===== config.mk =====
export PLATFORM = sky130hd
export DESIGN_NAME = palette_fade_sequencer
export DESIGN_NICKNAME = d
export VERILOG_FILES = /design/src/rtl/palette_pkg.sv /design/src/rtl/fade_scaler.sv /design/src/rtl/palette_fade_sequencer.sv
export SDC_FILE = /design/constraint.sdc
export NUM_CORES = 1
export LEC_CHECK = 0
export ABC_AREA = 1
export BUFFER_PORTS_ARGS = -buffer_cell sky130_fd_sc_hd__clkbuf_2
export CAP_MARGIN = 20
export CORE_UTILIZATION = 25
export DETAILED_ROUTE_END_ITERATION = 7
export HOLD_SLACK_MARGIN = 0.06
export MAX_ROUTING_LAYER = met4
export RECOVER_POWER = 100
export SLEW_MARGIN = 30
export SYNTH_ARGS = -nofsm -noshare
export SYNTH_HDL_FRONTEND = slang
export SYNTH_SLANG_ARGS = --single-unit

===== constraint.sdc =====
create_clock -name Clk -period 4.45 [get_ports Clk]
set_input_delay 0.6675 -clock Clk [delete_from_list [all_inputs] [get_ports Clk]]
set_output_delay 0.6675 -clock Clk [all_outputs]
set_load 0.02 [all_outputs]

===== src/rtl/palette_pkg.sv =====
// palette_pkg: scene codes, fade FSM states and the full-brightness level shared by the fade path
package palette_pkg;
  typedef enum logic [1:0] {SCENE_SPRITE, SCENE_MAP, SCENE_GYM, SCENE_START} scene_t;
  typedef logic [1:0] state_t;
  localparam state_t ST_IDLE = 2'd0;
  localparam state_t ST_FADE_OUT = 2'd1;
  localparam state_t ST_SWAP = 2'd2;
  localparam state_t ST_FADE_IN = 2'd3;
  localparam logic [4:0] LEVEL_MAX = 5'd16;
endpackage


===== src/rtl/fade_scaler.sv =====
// fade_scaler: scales one 8-bit colour channel by a 0..16 brightness level
module fade_scaler (
  input  logic [7:0] ch,
  input  logic [4:0] level,
  output logic [7:0] scaled
);
  assign scaled = 8'(({5'd0, ch} * {8'd0, level}) >> 4);
endmodule


===== src/rtl/palette_fade_sequencer.sv =====
// palette_fade_sequencer: fades the palette out, swaps the bank, and fades back in on scene change
module palette_fade_sequencer
  import palette_pkg::*;
#(
  parameter int FRAMES_PER_STEP = 2
) (
  input  logic        Clk,
  input  logic        Reset,
  input  logic        frame_tick,
  input  logic        req_valid,
  input  logic [1:0]  req_scene,
  output logic        req_ready,
  output logic [1:0]  select,
  input  logic [23:0] color_in,
  output logic [23:0] color_out,
  output logic [4:0]  fade_level,
  output logic        busy,
  output logic        done
);
  state_t state;
  logic [1:0] target;
  logic [3:0] cnt;
  logic step;
  logic [23:0] scaled;
  assign req_ready = state == ST_IDLE;
  assign busy = !req_ready;
  assign step = frame_tick && cnt == 4'(FRAMES_PER_STEP - 1);
  for (genvar i = 0; i < 3; i++) begin : g_ch
    fade_scaler u_scaler (
      .ch(color_in[8*i +: 8]),
      .level(fade_level),
      .scaled(scaled[8*i +: 8])
    );
  end
  always_ff @(posedge Clk) begin
    if (Reset) begin
      state <= ST_FADE_IN;
      select <= SCENE_START;
      target <= SCENE_START;
      fade_level <= 5'd0;
      cnt <= 4'd0;
      done <= 1'b0;
      color_out <= 24'd0;
    end else begin
      color_out <= scaled;
      done <= 1'b0;
      case (state)
        ST_IDLE: if (req_valid) begin
          target <= req_scene;
          if (req_scene == select) done <= 1'b1;
          else state <= ST_FADE_OUT;
        end
        ST_FADE_OUT: if (fade_level == 5'd0) state <= ST_SWAP;
          else if (frame_tick) begin
            cnt <= step ? 4'd0 : cnt + 4'd1;
            fade_level <= step ? fade_level - 5'd1 : fade_level;
          end
        ST_SWAP: begin
          select <= target;
          cnt <= 4'd0;
          state <= ST_FADE_IN;
        end
        default: if (fade_level == LEVEL_MAX) begin
            state <= ST_IDLE;
            done <= 1'b1;
          end else if (frame_tick) begin
            cnt <= step ? 4'd0 : cnt + 4'd1;
            fade_level <= step ? fade_level + 5'd1 : fade_level;
          end
      endcase
    end
  end
endmodule


==> metrics.md <==
| Metric | Value |
|---|---|
| Status | `complete, no violations` |
| Port buffer count | `between 60 and 70` |
| Area of the multi-input gates | `3610 µm²` |
| Flops & latches, synth | `40` |
| Core outline area | `20300 µm²` |
| DRT Pass-1 Iters | `4` |
| Post-synth EDFFs | `0` |
| Hold bufs inserted after CTS | `0` |
| DR vias/cell | `4.22` |
| Dominant synthesized flop cell | `dfxtp_1` |
| Placed inst area | `5820 µm²` |
| Leftover overflow at the end of global routing | `0` |
| DRC viols | `0` |
| Peak Freq | `0.272 GHz` |
| DP Worst Slack | `between 600 and 700 ps` |
| Fin worst setup slack | `776 ps` |
| All-Layer GR Usage | `between 10 and 15%` |
| Vias in the first global route | `approximately 4600` |
| DR WL/cell | `10.9 µm` |
| Chip width | `146 µm` |
| WS Path Type | `flop to flop` |
| Initial antenna violation count | `0` |
| Die Ht | `146 µm` |
| Total number of vias | `4555` |
| Sequential share of the synthesized area | `15.4%` |
| Routed WL | `about 12 mm` |
| Dpl hpwl | `9.50 mm` |
| Mux share of post-synthesis cell area | `0%` |
| Post-synthesis xor/xnor area fraction | `2.70%` |
| Syn avg cell area | `6.94 µm²` |
| Synth Area in Simple Gates | `25.2%` |
| Share of layout cells above drive strength 1 | `7.29%` |
| RSZ-0062 raised after global routing | `false` |
| Skew-Pair Late Insertion Delay | `between 200 and 300 ps` |
| Root Buffer Master | `clkbuf_16` |
| Row Count | `52` |
| TritonCTS clock tree | `done` |
| Final period util | `approximately 83%` |
| Yosys Warn Count | `0` |
| Worst clock skew | `12.1 ps` |
| Arrival time worst endpoint | `3900 ps` |
| Relative slew slack | `25.0%` |
| Mapped cell area | `5190 µm²` |
| H-tree levels | `2` |
| CP Launch Type | `flop` |
| Initial Util | `around a quarter` |
| CTS Buf Count | `5` |
| Adder-Cell Fraction of Synth Area | `34.1%` |
| Synthesized instance count | `747` |
| Number of clock sinks | `40` |
| Storage element area | `801 µm²` |
| Minimum clock period after layout | `3670 ps` |
| MaxCap Viol Count | `0` |
| Slew Limit Fails | `0` |
| Final core occ | `29.2%` |
| First-pass GRT wire length | `21.0 mm` |
| Ant. Diodes | `0` |
| PwrDens | `between 300 and 400 nW/µm²` |
| 1st-iter DRT viols | `159` |
| Worst EP required | `4680 ps` |
| # Post-CTS Setup Buffers | `0` |
| CP Capture Type | `flop` |
| Finished Cell Area | `5930 µm²` |
| Syn_nets | `between 800 and 900` |
| Pwr Total | `0.00229 W` |
| Final setup violation count | `0` |
| Largest net degree at the start of global routing | `31` |
| Worst Tran Pin Value | `between 1000 and 1500 ps` |
| Leakage power total | `3.60 nW` |
| Final hold violations | `0` |
| Max VDD drop | `172 µV` |
| CP Max Fanout | `30` |
| Synth unique cells | `34` |
| Syn-to-layout area delta | `14.2%` |
| Clock tree buffer depth | `2` |
| I/O pin count | `between 60 and 70` |
| Post-CTS Resized | `0` |
| Layout fillers | `2258` |
| Largest family of logic cells by synthesized area | `adder cells` |
| Gp weighted congestion | `0.795` |
| Setup TNS | `0 ps` |
| Die area | `around 21000 µm²` |
| Compound-Gate Fraction of Synth Area | `between 8 and 9%` |
| Async set or reset register ratio after synthesis | `0%` |
| Clock slew at reported path FFs | `70 ps` |
| HP Class | `flop to flop` |
| Antenna Nets Post-Route | `0` |
| Nets | `950` |
[cell families (layout without fill, tap and decap cells)]
family                     Yosys count  in the layout
AOI/OAI and AO/OA                   76             76
buffers and inverters              197            259
adders and majority gates          112            112
xor gates and xnor gates            16             16
DFF                                 40             40
and+or+nand+nor                    306            306
[cells in the mapped netlist, types with 3 or more instances]
| cell type | count | area, µm² |
|---|---|---|
| nand2_1 | 191 | 717 |
| inv_1 | 178 | 668 |
| ha_1 | 63 | 788 |
| nor2_1 | 51 | 191 |
| fa_1 | 49 | 981 |
| a21oi_1 | 48 | 240 |
| dfxtp_1 | 40 | 801 |
| nand3_1 | 32 | 160 |
| o21ai_0 | 10 | 50.1 |
| xor2_1 | 10 | 87.6 |
| clkbuf_1 | 9 | 33.8 |
| nand4_1 | 7 | 43.8 |
| nand2_2 | 6 | 37.5 |
| nor3_1 | 6 | 30.0 |
| xnor2_1 | 6 | 52.6 |
| o21a_1 | 5 | 37.5 |
| o21bai_1 | 5 | 37.5 |
| nand3_2 | 4 | 40.0 |
| buf_1 | 3 | 11.3 |
| buf_2 | 3 | 15.0 |
| o211ai_1 | 3 | 22.5 |
| o21ai_1 | 3 | 15.0 |
[metrics by stage]
stage | hold WS [ps] | std cells
2_1_floorplan | 439 | 747
3_3_place_gp | 455 | 1071
3_5_place_dp | 462 | 1071
4_1_cts | 482 | 1079
5_1_grt | 530 | 1079
6_report | 482 | 1079
[where the power goes]
group | leakage, nW | internal (W) | switching (W) | total, W
clock network | 0.0840 | 0.000267 | 0.000164 | 0.000431
registers | 0.326 | 0.000458 | 0.0000638 | 0.000522
logic | 3.19 | 0.000467 | 0.000874 | 0.00134
[critical path, stage by stage, from the launching register on]
cell	delay (ps)
dfxtp_1	310
buf_4	340
nand2_1	90
inv_1	100
fa_1	420
fa_1	550
inv_1	60
fa_1	530
inv_1	40
ha_1	340
a21oi_1	290
o21ai_0	140
nand2_1	80
nand4_1	90
nand2_1	80
nand2_1	40
nor2_1	110
[final cells by class]
class / instances / area share, %
clock inverters: 3 / 0.802
repair buffers: 71 / 5.55
clock buffers: 5 / 2.11
flip-flops and latches: 40 / 13.5
inverters: 180 / 11.4
multi-input cells: 510 / 60.9
well taps: 270 / 5.70
[path summary, 6_finish.rpt]
| path | startpoint | end | slack [ps] | cells after the start |
|---|---|---|---|---|
| setup / recovery | fade_level[4] | color_out[15] | 780 | 16 |
| hold / removal | target[1] | target[1] | 480 | 2 |
| setup reg to reg | fade_level[4] | color_out[15] | 780 | 16 |
| hold reg to reg | target[1] | target[1] | 480 | 2 |
[sequential cells by signal (all words and copies together), names as in the netlist]
signal	cells
select	2
color_out	24
fade_level	5
done	1
cnt	4
target	2
state	2
[placed cells by master, fill, tap and decap left out, drive strengths merged, types with 3 or more instances in the layout]
cell	count
o21bai	5
nor2	52
fa	49
o21ai	13
dfxtp	40
clkbuf	70
buf	6
ha	63
nand3	36
nand4	7
inv	180
o21a	5
nand2	198
xnor2	6
nor3	9
o211ai	3
a21oi	49
xor2	10
[per-layer routing]
| metal | track usage (%) | wire (µm) |
|---|---|---|
| met3 | 2.00 | 288 |
| met5 | - | 0 |
| met2 | 20.9 | 5460 |
| met4 | 2.40 | 110 |
| met1 | 15.5 | 5940 |
(Power assumes the default switching activity.)
